<file path="src/rtl/clk_div_ctrl.sv">
// clk_div_ctrl: programmable 50% duty clock divider with burst mode and glitch-free reconfiguration
module clk_div_ctrl #(
    parameter int CNT_W        = 32,
    parameter int DEFAULT_HALF = 104166
) (
    input  logic             clk_in,
    input  logic             reset,
    input  logic [CNT_W-1:0] cfg_half,
    input  logic             cfg_valid,
    output logic             cfg_ready,
    input  logic             run,
    input  logic [15:0]      burst_len,
    output logic             clk_out,
    output logic             tick,
    output logic             busy,
    output logic             done
);
    typedef enum logic [1:0] {IDLE, RUN, PEND} state_t;
    state_t state, state_n;
    logic [CNT_W-1:0] half_reg, pend_reg, cnt, cfg_val;
    logic [15:0] edge_cnt, blen;
    logic stop_req, lock, toggle, rise, fall, finish, stop, cfg_acc;
    assign busy      = state != IDLE;
    assign cfg_ready = state != PEND;
    always_comb begin
        cfg_acc = cfg_valid && cfg_ready;
        cfg_val = (cfg_half == '0) ? CNT_W'(1) : cfg_half;
        toggle  = busy && (cnt == half_reg - CNT_W'(1));
        rise    = toggle && !clk_out;
        fall    = toggle && clk_out;
        finish  = fall && (blen != 16'd0) && (edge_cnt == blen);
        // a high phase always runs to its natural falling boundary before stopping
        stop    = busy && ((!run && !clk_out) || (fall && (stop_req || !run)) || finish);
        state_n = state;
        if (state == IDLE)
            state_n = (run && !lock) ? RUN : IDLE;
        else if (stop)
            state_n = IDLE;
        else if (state == RUN)
            state_n = cfg_acc ? PEND : RUN;
        else
            state_n = fall ? RUN : PEND;
    end
    always_ff @(posedge clk_in) begin
        if (reset)
            state <= IDLE;
        else
            state <= state_n;
    end
    always_ff @(posedge clk_in) begin
        if (reset) begin
            half_reg <= CNT_W'(DEFAULT_HALF);
            pend_reg <= '0;
            cnt      <= '0;
            edge_cnt <= '0;
            blen     <= '0;
            clk_out  <= 1'b0;
            tick     <= 1'b0;
            done     <= 1'b0;
            stop_req <= 1'b0;
            lock     <= 1'b0;
        end else begin
            tick     <= rise && run;
            done     <= finish;
            lock     <= finish || (lock && run);
            stop_req <= busy && (stop_req || (clk_out && !run)) && state_n != IDLE;
            // a config arriving as the run ends has no later falling edge, so it lands directly
            if (cfg_acc && (state == IDLE || stop))
                half_reg <= cfg_val;
            else if (state == PEND && (fall || stop))
                half_reg <= pend_reg;
            if (cfg_acc && state == RUN)
                pend_reg <= cfg_val;
            if (state == IDLE || state_n == IDLE) begin
                cnt     <= '0;
                clk_out <= 1'b0;
            end else if (toggle) begin
                cnt     <= '0;
                clk_out <= !clk_out;
            end else begin
                cnt <= cnt + CNT_W'(1);
            end
            if (state == IDLE) begin
                edge_cnt <= '0;
                blen     <= burst_len;
            end else if (rise && run) begin
                edge_cnt <= edge_cnt + 16'd1;
            end
        end
    end
endmodule
</file>
<file path="config.mk">
export PLATFORM = sky130hd
export DESIGN_NAME = clk_div_ctrl
export DESIGN_NICKNAME = d
export VERILOG_FILES = /design/src/rtl/clk_div_ctrl.sv
export SDC_FILE = /design/constraint.sdc
export NUM_CORES = 1
export LEC_CHECK = 0
export CAP_MARGIN = 5
export CORE_UTILIZATION = 30
export DETAILED_ROUTE_END_ITERATION = 16
export DONT_BUFFER_PORTS = 1
export PLACE_DENSITY_LB_ADDON = 0.1
export SETUP_SLACK_MARGIN = 0.4
export SKIP_LAST_GASP = 1
export SLEW_MARGIN = 10
export SYNTH_ARGS = -nofsm -noshare
export SYNTH_HDL_FRONTEND = slang
export SYNTH_SLANG_ARGS = --single-unit
</file>
<file path="constraint.sdc">
create_clock -name clk_in -period 6.5 [get_ports clk_in]
set_clock_uncertainty 0.05 [all_clocks]
set_input_delay 1.3 -clock clk_in [delete_from_list [all_inputs] [get_ports clk_in]]
set_output_delay 1.3 -clock clk_in [all_outputs]
set_load 0.05 [all_outputs]
</file>
; ---- Yosys cells after proc, flatten, opt, wreduce, memory -nomap -nowiden
; Index checks and enable logic that the tools add are counted.
[op_classes]
eq_ne = 5
addsub = 3
reduce_logical = 39
mux = 9
[ops]
columns = op, count
row1 = $mux W32, 3
row2 = $add A32 B1 Y32 const B, 1
row3 = $eq A32 B32 Y1, 1
row4 = $logic_not A32 Y1, 1
row5 = $sub A32 B1 Y32 const B, 1
row6 = $logic_and A1 B1 Y1, 18
row7 = $add A16 B1 Y16 const B, 1
row8 = $eq A16 B16 Y1, 1
row9 = $reduce_bool A16 Y1, 1
row10 = $mux W2, 5
row11 = $logic_or A1 B1 Y1, 8
row12 = $reduce_bool A2 Y1, 3
row13 = $logic_not A2 Y1, 2
row14 = $reduce_or A2 Y1, 2
row15 = $logic_not A1 Y1, 3
row16 = $reduce_or A3 Y1, 1
row17 = $eq A2 B1 Y1 const B, 1
row18 = $eq A2 B2 Y1 const B, 1
row19 = $ne A2 B2 Y1 const B, 1
row20 = $mux W1, 1
[totals]
ff_bits = 135
inputBits = 52
wordCells = 67
output_inout_bits = 5

; ---- Logic depth before layout (Yosys ltp)
; Gate-level depths: netlist (run 1).
[logic_depth]
depth_word = 13
depth_mapped = 14
ltp_nobuf = 11

; ---- Worst setup path after synthesis (run 1)
; Ideal clock, no wire load.
[synth_timing]
path_kind = register to register
from = register half_reg[0]
to = register half_reg[11]
path_slack_ns = 3.084
required_ns = 6.328
path_buffers = 3
stages_incl_launch_ff = 15
t_arrival_ns = 3.245
setup_ns = 0.122
cell_sequence = dfxtp_1 > clkbuf_1 > inv_1 > ha_1 > or3b_2 > nor4_1 > buf_2 > nand3_1 > xnor2_1 > a32o_1 > o211a_4 > a31o_4 > clkbuf_1 > and4_1 > a221o_1
[synth_between]
elab_chain_len = 11
word_cells_on_any_way = 16
classes_between = 1 x add/sub / 1 x eq/ne / 1 x mux / 13 x reduce/logical
[synth_rtl]
columns = element, line_no
row1 = start: declaration, 20  ; logic [CNT_W-1:0] half_reg, pend_reg, cnt, cfg_val;
row2 = start signal: assignment, 52  ; half_reg <= CNT_W'(DEFAULT_HALF);
row3 = start signal: assignment, 69  ; half_reg <= cfg_val;
row4 = start signal: assignment, 71  ; half_reg <= pend_reg;
row5 = $sub A32 B1 Y32 (*), 28  ; toggle = busy && (cnt == half_reg - CNT_W'(1));
row6 = $eq A32 B32 Y1 (*), 28
row7 = $logic_and A1 B1 Y1 (*), 28
row8 = $logic_and A1 B1 Y1 (*), 30  ; fall = toggle && clk_out;
row9 = $logic_and A1 B1 Y1 (on tied branches), "33, 31"
row10 = $logic_or A1 B1 Y1 or $logic_and A1 B1 Y1 (tied branches), "33, 31"
row11 = $logic_or A1 B1 Y1, 33  ; stop = busy && ((!run && !clk_out) || (fall && (stop_req || !run)) || finish);
row12 = $logic_and A1 B1 Y1, 33
row13 = $logic_or A1 B1 Y1 (on tied branches), "68, 70"
row14 = $logic_and A1 B1 Y1 (on tied branches), "68, 70"
row15 = $mux W32 or $reduce_bool A2 Y1 (tied branches), -
; Every way passes the cells marked *; elsewhere a longest branch is shown, timed or not.
; A chain may end at the register's enable or synchronous reset.

; ---- Worst setup path after layout (run 1)
[layout_timing]
from = register half_reg[11]
to = register half_reg[4]
; The elaborated chain is that of the path after synthesis.

==> results of run 1 <==
-- layout by cell type (no fill, tap or decap), types with 9 or more instances in the layout --
cell type,count
xor2_1,35
dfxtp_1,135
o32a_1,10
and4_1,28
o21ai_0,17
a21oi_1,69
nand2_1,125
or4_1,12
xnor2_1,49
nor3_1,17
a221o_1,23
nor4_1,24
and3_1,23
nand3_1,21
clkbuf_16,17
a21boi_1,9
or3_1,9
nor2_1,75
nand4_1,21
inv_1,15
-- worst paths after layout --
check	startpoint	cells after the start	to
worst min-delay path	lock	1	state[0]
worst max register to register	half_reg[11]	9	half_reg[4]
worst max-delay path	half_reg[11]	9	half_reg[4]
worst min register to register	lock	1	state[0]
-- cell families (layout without fill, tap and decap cells) --
logic type	Yosys count	count (layout)	share of synthesized area
DFF	135	135	0.375
AOI/OAI and AO/OA	182	182	0.180
and+or+nand+nor	398	398	0.295
buffers and inverters	68	51	0.0410
xor gates and xnor gates	84	84	0.102
adders and majority gates	3	3	0.00521
muxes	1	1	0.00139
-- per-layer routing --
layer	global-route usage	share of wire	up-vias
met2	0.274	0.41	168
met1	0.289	0.51	3099
li1	-	-	3117
met5	0	0	-
met3	0.0457	0.057	14
met4	0.0528	0.014	0
-- metrics by stage --
step	std cells	total power (W)	area [um2]
2_1_floorplan	871	0.00104	7210
3_3_place_gp	1141	0.00108	7400
3_5_place_dp	1141	0.00108	7400
4_1_cts	1173	0.00212	8020
5_1_grt	1173	0.00218	8020
6_report	1173	0.00210	8020
-- report_power, final --
group	switching [W]	internal, W	leakage [nW]
Clock	0.000441	0.000595	0.302
Sequential	0.0000444	0.000856	1.10
Combinational	0.0000978	0.0000638	1.29
Total	0.000584	0.00152	2.69
-- Yosys cell counts, types with 8 or more instances --
library cell,n,area [um2]
dfxtp_1,135,2700
xor2_1,35,307
and3_1,23,144
nor3_1,17,85.1
nand3_1,21,105
nand2_1,126,473
a21oi_1,69,345
clkbuf_1,38,143
inv_1,15,56.3
nor2_1,75,282
buf_2,8,40.0
nor4_1,24,150
or3_1,9,56.3
xnor2_1,49,429
a221o_1,23,230
o21ai_0,17,85.1
and4_1,28,245
nand4_1,21,131
or4_1,12,90.1
o32a_1,10,100
a21boi_1,9,67.6
-- final cells by class --
type | instances | area [um2]
Inverter | 16 | 60.1
Clock buffer | 18 | 439
Clock inverter | 14 | 184
Tap cell | 319 | 399
Fill cell | 2519 | 15500
Multi-Input combinational cell | 668 | 4220
Sequential cell | 135 | 2700
Timing Repair Buffer | 3 | 22.5
==> flow_summary.yaml, run 1 <==
logic_synthesis:
  synth_area_per_cell_um2: 8.27
  synth_seq_area_share: 0.375
  synth_cell_types: 74
  synth_ff_type: "dfxtp_1"
  yosysWarningCount: 0
  syn_nets: 926
  async_reset_ff_frac: 0
  syn_area_mm2: 0.00721
  synth_edf_count: 0
  synth-seq-cells: 135
  synth_cells: 871
route:
  wl_um: 23000
  drcViolationCount: 0
  firstDrtPassIters: 5
  post_drt_via_cell_ratio: 5.45
  vias: 6398
  post_drt_wl_per_cell_um: 19.6
  ant_nets: 0
  drt-initial-drc-count: 540
global_route:
  antenna_found_initial: 0
  track_usage: 0.194
  grt_pass1_wl_um: 36200
  grt_pass1_vias: 5934
  grt_max_degree: 54
  overflow: 0
die:
  initial_utilization: 0.306
  core_area_mm2: 0.0235
  rows: 56
  die_y_um: 157
  ios: 57
  dieArea_mm2: 0.0246
  fp.dieW_um: 157
placed_design:
  dp_hpwl_um: 16700
  dp_worst_setup_slack_ns: 2.02
  gp_congestion: 0.912
  numPortBuffers: 0
timing:
  layout_setup_ws_ns: 1.99
  final.period_utilization: 0.694
  slew_violations: 0
  worstMarginPinSlew_ns: 1.10
  period_needed_ns: 4.51
  holdWs_ns: 0.390
  setup_viol: 0
  rsz0062_at_grt: "false"
  hold_violations: 0
  finalSetupTns_ns: 0
  fmax_ghz: 0.222
  maxSlewHeadroom: 0.265
critical_path:
  path_cells: "or4_4, nor4_2, and2_2, o21ai_1, a21o_1, o2111a_2, a31o_4, a211oi_4, a221o_1"
  cp.required_ns: 6.81
  r2r_slack_ns: 1.99
  path_delay_family: "compound AO/OA/AOI/OAI gates"
  critPathArrivalTime_ns: 4.82
  path_class: "reg -> reg"
  cp_slowest_stage_delay_ns: 0.92
  crit_buf_inv: 0
  critPathMaxFanout: 43
  cp-end-kind: "flip-flop"
  worst_path_max_delay_cell: "a211oi_4"
  start_kind: "flip-flop"
cts:
  cts-root-buf: "clkbuf_16"
  cts_tree: "done"
  path_clk_slew_ns: 0.07
  cts_resized: 0
  cts.sinks: 135
  cts_setup_buffers: 0
  clock_latency_ns: 0.43
  cts_buffers: 17
  h-tree-depth: 4
  cts.hold.buffers_added: 0
  cts_buffer_depth: 2
job:
  drv_cap: 0
power:
  p_leak_nw: 2.69
  peakVddDrop_v: 0.000147
  power_per_cell_area_mw_per_mm2: 262
finish:
  area_growth_syn_to_layout_pct: 11.3
  n_antenna_cell: 0
  drive_gt1_frac: 0.0749
  layout.nets: 896
  fin_util: 0.341
worst_hold_path:
  hold_class: "reg -> reg"
run_status:
  outcome: "finished, final reports clean"
Note: power is estimated with default switching activity, not from simulation.
==> run 2: changes to the inputs <==
--- a/config.mk
+++ b/config.mk
@@ -5,6 +5,7 @@
 export SDC_FILE = /design/constraint.sdc
 export NUM_CORES = 1
 export LEC_CHECK = 0
+export ABC_AREA = 1
 export CAP_MARGIN = 5
 export CORE_UTILIZATION = 30
 export DETAILED_ROUTE_END_ITERATION = 16
==> constraint.sdc (replaced) <==
create_clock -name clk_in -period 4.45 [get_ports clk_in]
set_clock_uncertainty 0.05 [all_clocks]
set_input_delay 0.89 -clock clk_in [delete_from_list [all_inputs] [get_ports clk_in]]
set_output_delay 0.89 -clock clk_in [all_outputs]
set_load 0.05 [all_outputs]
==> flow_summary.yaml, run 2 <==
logic_synthesis:
  synth_cells: 1309
  yosysMostFrequentCell: "nand2_1"
  synthTopCellsByArea: "dfxtp_1 33%, nand2_1 13%, nor2_1 10%"
  syn_nets: 1364
  synth_ff_type: "dfxtp_1"
  yosysWarningCount: 0
  async_reset_ff_frac: 0
  syn_area_mm2: 0.00828
  synth_seq_area_share: 0.326
  synth-seq-cells: 135
  synth_common_cells: "287 x nand2_1, 220 x nor2_1, 145 x inv_1"
  synth_area_per_cell_um2: 6.33
  synth_top_area_cell: "dfxtp_1"
  synth_cell_types: 36
  yosysTopAreaCellShare: 0.326
  synth_edf_count: 0
placed_design:
  numPortBuffers: 0
  dpl.cell_count: 1614
  dp_hpwl_um: 19800
  gp_congestion: 0.909
route:
  firstDrtPassIters: 5
  post_drt_via_cell_ratio: 4.90
  wl_um: 26500
  post_drt_wl_per_cell_um: 16.1
  drcViolationCount: 0
  routed.top_layer: "met4"
  drt-initial-drc-count: 645
  wirelength_met1_um: 14300
  ant_nets: 0
  met2_length_um: 10900
  vias: 8063
  dr_wl_met3_um: 961
critical_path:
  r2r_slack_ns: 0.91
  rr_endpoint: "half_reg[27]"
  r2r_start: "half_reg[5]"
  critPathArrivalTime_ns: 3.86
  reg2reg_depth: 20
  cp-end-kind: "flip-flop"
  cp.required_ns: 4.77
  path_cells: "nor2_2, nand2_1, nor2_2, nand2_1, nor2_1, nand2_1, nand3_1, nand2_1, inv_1, nand3_1, nor2_2, nand2_2, nand2_1, nand2_1, nand3_2, nand2_2, buf_4, nand3b_1, nand2_1, nor2_1"
  start_kind: "flip-flop"
  crit_top_cell: "nand2_1"
  worst_path_max_delay_cell: "nor2_2"
  path_class: "reg -> reg"
  cp_slowest_stage_delay_ns: 0.45
  critPathMaxFanout: 23
power:
  power_per_cell_area_mw_per_mm2: 345
  peakVddDrop_v: 0.000220
  swShare: 0.316
  switchingPower_w: 0.000996
  pwr-share-seq: 0.421
  p_leak_nw: 3.83
  power.share.clock: 0.449
  pwr-share-comb: 0.130
  p_int_w: 0.00216
die:
  ios: 57
  fp.dieW_um: 168
  core_area_mm2: 0.0270
  initial_utilization: 0.306
  rows: 60
  die_y_um: 168
  dieArea_mm2: 0.0283
run_status:
  outcome: "finished, final reports clean"
timing:
  maxSlewHeadroom: 0.235
  finalSetupTns_ns: 0
  slew_violations: 0
  worstMarginPinSlew_ns: 1.15
  rsz0062_at_grt: "false"
  fmax_ghz: 0.283
  hold_violations: 0
  setup_viol: 0
  holdWs_ns: 0.410
  period_needed_ns: 3.54
  final.period_utilization: 0.795
cts:
  cts-root-buf: "clkbuf_16"
  cts_setup_buffers: 0
  cts.hold.buffers_added: 0
  cts_tree: "done"
  path_clk_slew_ns: 0.07
  clock_latency_ns: 0.44
  cts_buffer_depth: 2
  cts_resized: 0
  cts.sinks: 135
  h-tree-depth: 4
  cts_buffers: 17
finish:
  area_growth_syn_to_layout_pct: 10.5
  mostFrequentLayoutCell: "nand2_1"
  n_antenna_cell: 0
  drive_gt1_frac: 0.0598
  layout_common_cells: "287 x nand2_1, 218 x nor2_1, 144 x inv_1"
  nFillCells: 3084
  fin_util: 0.339
  stdcell_count: 1646
  layout.nets: 1347
worst_hold_path:
  hp-start: "lock"
  holdPathEnd: "state[0]"
  hold_class: "reg -> reg"
  hold_path_depth: 1
global_route:
  grt_pass1_vias: 7774
  overflow: 0
  grt_pass1_wl_um: 43400
  antenna_found_initial: 0
  grt_max_degree: 71
  track_usage: 0.195
job:
  drv_cap: 0
## run 2: cell types whose count changed after synthesis, sizes merged, moves of 28 or more
cell   before  now
o21ai      22   70
inv        16  147
and4       28    0
nand3      22  143
nand2     127  291
nor2       76  232
xnor2      49   19
## run 2: per-stage QoR
step | worst slack (ns) | area [um2] | total power (W)
finish | 0.914 | 9150 | 0.00316
global route | 0.532 | 9150 | 0.00332
CTS | 0.892 | 9150 | 0.00319
detailed placement | 0.902 | 8580 | 0.00177
global placement | 0.966 | 8580 | 0.00177
floorplan | 1.81 | 8280 | 0.00166
## run 2: area by class of cell
| cell class | count | area [um2] | area share |
|---|---|---|---|
| Clock buffer | 18 | 429 | 0.0469 |
| Timing Repair Buffer | 10 | 87.6 | 0.00957 |
| Sequential cell | 135 | 2700 | 0.295 |
| Tap cell | 341 | 427 | 0.0466 |
| Multi-Input combinational cell | 980 | 4800 | 0.525 |
| Inverter | 148 | 556 | 0.0607 |
| Clock inverter | 14 | 148 | 0.0161 |
## run 2: worst max path at each step
stage                     depth (start not counted)           end  slack [ns]        start
after global routing                             19  half_reg[16]        0.53  half_reg[3]
after global placement                           20  half_reg[29]        0.97  half_reg[3]
after CTS                                        20  half_reg[27]        0.89  half_reg[5]
after detailed placement                         19  half_reg[12]        0.90  half_reg[5]
final                                            20  half_reg[27]        0.91  half_reg[5]
after floorplan                                  19  half_reg[10]        1.81  half_reg[0]
## run 2: routing by layer
layer,vias up,GRT usage
li1,4202,-
met1,3685,0.294
met3,15,0.0301
met2,161,0.287
met4,0,0.0474
met5,-,0
## run 2: cells by family after synthesis
logic type,share of synthesized area
compound gates,0.0783
xor+xnor,0.0613
fa+ha+maj,0.00453
buf+inv,0.0941
flops,0.326
mux,0.00272
simple gates,0.433
## run 2: power by group through the flow
stage,Sequential [W],Clock (W),Combinational [W]
2_1_floorplan,0.00133,0,0.000331
3_3_place_gp,0.00136,0,0.000412
3_5_place_dp,0.00136,0,0.000411
4_1_cts,0.00133,0.00145,0.000413
5_1_grt,0.00134,0.00150,0.000475
6_report,0.00133,0.00142,0.000412
## run 2: worst max-delay path: cells and delay by family, from the launching register on
kind / cells / cell delay [ns]
simple gates: 18 / 2.63
buf+inv: 2 / 0.40
flops: 1 / 0.37
==> run 3: changes to the inputs <==
==> constraint.sdc (replaced) <==
create_clock -name clk_in -period 3.3 [get_ports clk_in]
set_clock_uncertainty 0.05 [all_clocks]
set_input_delay 0.66 -clock clk_in [delete_from_list [all_inputs] [get_ports clk_in]]
set_output_delay 0.66 -clock clk_in [all_outputs]
set_load 0.05 [all_outputs]
==> flow_summary.yaml, run 3 (synthesized netlist as in run 2, its figures left out) <==
critical_path:
  reg2reg_depth: 17
  path_class: "reg -> reg"
  start_kind: "flip-flop"
  crit_buf_inv: 3
  r2r_start: "half_reg[1]"
  r2r_slack_ns: 0.43
  path_delay_family: "simple AND/OR/NAND/NOR gates"
  crit_top_cell: "nor2_4"
  cp.required_ns: 3.61
  cp-end-kind: "flip-flop"
  worst_path_max_delay_cell: "dfxtp_2"
  cp_slowest_stage_delay_ns: 0.35
  critPathMaxFanout: 6
  rr_endpoint: "edge_cnt[11]"
  path_cells: "inv_2, ha_4, nand2_8, nor2_4, buf_6, nand4_1, nand3_2, nand3_1, nor2_1, nand2_1, nor2_4, buf_4, nand4_4, nor2_4, nand2_1, or2_0, a21oi_1"
  critPathArrivalTime_ns: 3.18
finish:
  layout.nets: 1390
  fin_util: 0.376
  stdcell_count: 1689
  layout_common_cells: "271 x nand2_1, 182 x nor2_1, 141 x inv_1"
  drive_gt1_frac: 0.164
  nFillCells: 2991
  area_growth_syn_to_layout_pct: 22.6
  mostFrequentLayoutCell: "nand2_1"
  n_antenna_cell: 0
placed_design:
  dp_hpwl_um: 20100
  numPortBuffers: 0
  dpl.cell_count: 1623
  gp_congestion: 0.941
worst_hold_path:
  hold_class: "in -> reg"
  hp-start: "reset"
  hold_path_depth: 1
  holdPathEnd: "half_reg[20]"
job:
  drv_cap: 0
power:
  p_int_w: 0.00305
  p_leak_nw: 4.18
  pwr-share-comb: 0.151
  power_w: 0.00438
  pwr-share-seq: 0.413
  power.share.clock: 0.436
  peakVddDrop_v: 0.000292
  switchingPower_w: 0.00133
  swShare: 0.303
  power_per_cell_area_mw_per_mm2: 431
timing:
  worstMarginPinSlew_ns: 0.711
  rsz0062_at_grt: "true"
  maxSlewHeadroom: 0.523
  final.period_utilization: 0.869
  hold_violations: 0
  setup_viol: 0
  holdWs_ns: 0.232
  finalSetupTns_ns: 0
  slew_violations: 0
  fmax_ghz: 0.349
  period_needed_ns: 2.87
route:
  post_drt_wl_per_cell_um: 16.9
  drcViolationCount: 0
  vias: 8467
  wl_um: 28600
  ant_nets: 0
  firstDrtPassIters: 6
  drt-initial-drc-count: 575
  post_drt_via_cell_ratio: 5.01
global_route:
  track_usage: 0.202
  grt_max_degree: 57
  grt_pass1_wl_um: 44400
  grt_pass1_vias: 8075
  overflow: 0
  antenna_found_initial: 0
run_status:
  outcome: "finished, final reports clean"
cts:
  cts_buffer_depth: 2
  path_clk_slew_ns: 0.07
  cts_tree: "done"
  cts-root-buf: "clkbuf_16"
  cts_buffers: 17
  clock_latency_ns: 0.44
  h-tree-depth: 4
  cts.hold.buffers_added: 0
  cts.sinks: 135
die:
  rows: 60
  fp.dieW_um: 168
  core_area_mm2: 0.0270
  die_y_um: 168
  initial_utilization: 0.306
  ios: 57
  dieArea_mm2: 0.0283
## run 3: cell count changes in the layout (fill, tap and decap cells not counted), sizes merged
cell	change
bufinv	+1
inv	-8
clkbuf	+7
buf	+38
clkinv	+2
clkinvlp	+3
## run 3: metal layers
layer | wire length [um] | global-route usage | vias to the layer above | part of all wire
li1 | - | - | 4294 | -
met1 | 14600 | 0.296 | 3959 | 0.51
met2 | 12300 | 0.304 | 185 | 0.43
met3 | 1220 | 0.0329 | 29 | 0.043
met4 | 452 | 0.0549 | 0 | 0.016
met5 | 0 | 0 | - | 0
## run 3: metrics by stage
stage / area [um2] / setup slack (ns)
floorplan: 8280 / 0.663
finish: 10200 / 0.434
detailed placement: 8710 / 0.0985
global placement: 8710 / 0.123
CTS: 9680 / 0.366
global route: 10200 / 0.276
## run 3: how the worst max path moves through the flow
stage / start / endpoint / slack [ns] / depth (start not counted)
2_1_floorplan: half_reg[0] / half_reg[10] / 0.66 / 19
3_3_place_gp: half_reg[15] / edge_cnt[11] / 0.12 / 14
3_5_place_dp: half_reg[2] / cnt[22] / 0.1 / 18
4_1_cts: half_reg[5] / cnt[22] / 0.37 / 21
5_1_grt: half_reg[1] / half_reg[9] / 0.28 / 17
6_report: half_reg[1] / edge_cnt[11] / 0.43 / 17
## run 3: timing repair
| item | CTS | global route |
|---|---|---|
| pin swaps | 19 | 24 |
| resized for setup | 60 | 75 |
| setup buffers | 16 | 9 |
| cloned | 2 | 7 |
| setup endpoints to repair | 80 | 81 |
## run 3: power by group through the flow
stage          Sequential [W]  Combinational [W]  Clock [W]
6_report              0.00181           0.000662    0.00191
3_3_place_gp          0.00183           0.000578          0
5_1_grt               0.00182           0.000747    0.00204
4_1_cts               0.00179           0.000616    0.00197
2_1_floorplan         0.00179           0.000446          0
3_5_place_dp          0.00183           0.000575          0
## run 3: final cells by class
type / count / area (um2) / share of cell area
sequential: 135 / 2720 / 0.268
multi-input combinational: 980 / 5230 / 0.515
clock buffer: 20 / 457 / 0.0450
clock inverter: 12 / 118 / 0.0116
tap: 341 / 427 / 0.0420
inverter: 148 / 558 / 0.0550
timing repair buffer: 53 / 639 / 0.0630
## run 3: worst register-to-register path, stage by stage (launching register included)
cell and delay (ns):
dfxtp_2 0.35, inv_2 0.07, ha_4 0.18, nand2_8 0.08, nor2_4 0.20, buf_6 0.13
nand4_1 0.19, nand3_2 0.15, nand3_1 0.07, nor2_1 0.11, nand2_1 0.10, nor2_4 0.17
buf_4 0.14, nand4_4 0.17, nor2_4 0.21, nand2_1 0.11, or2_0 0.21, a21oi_1 0.11
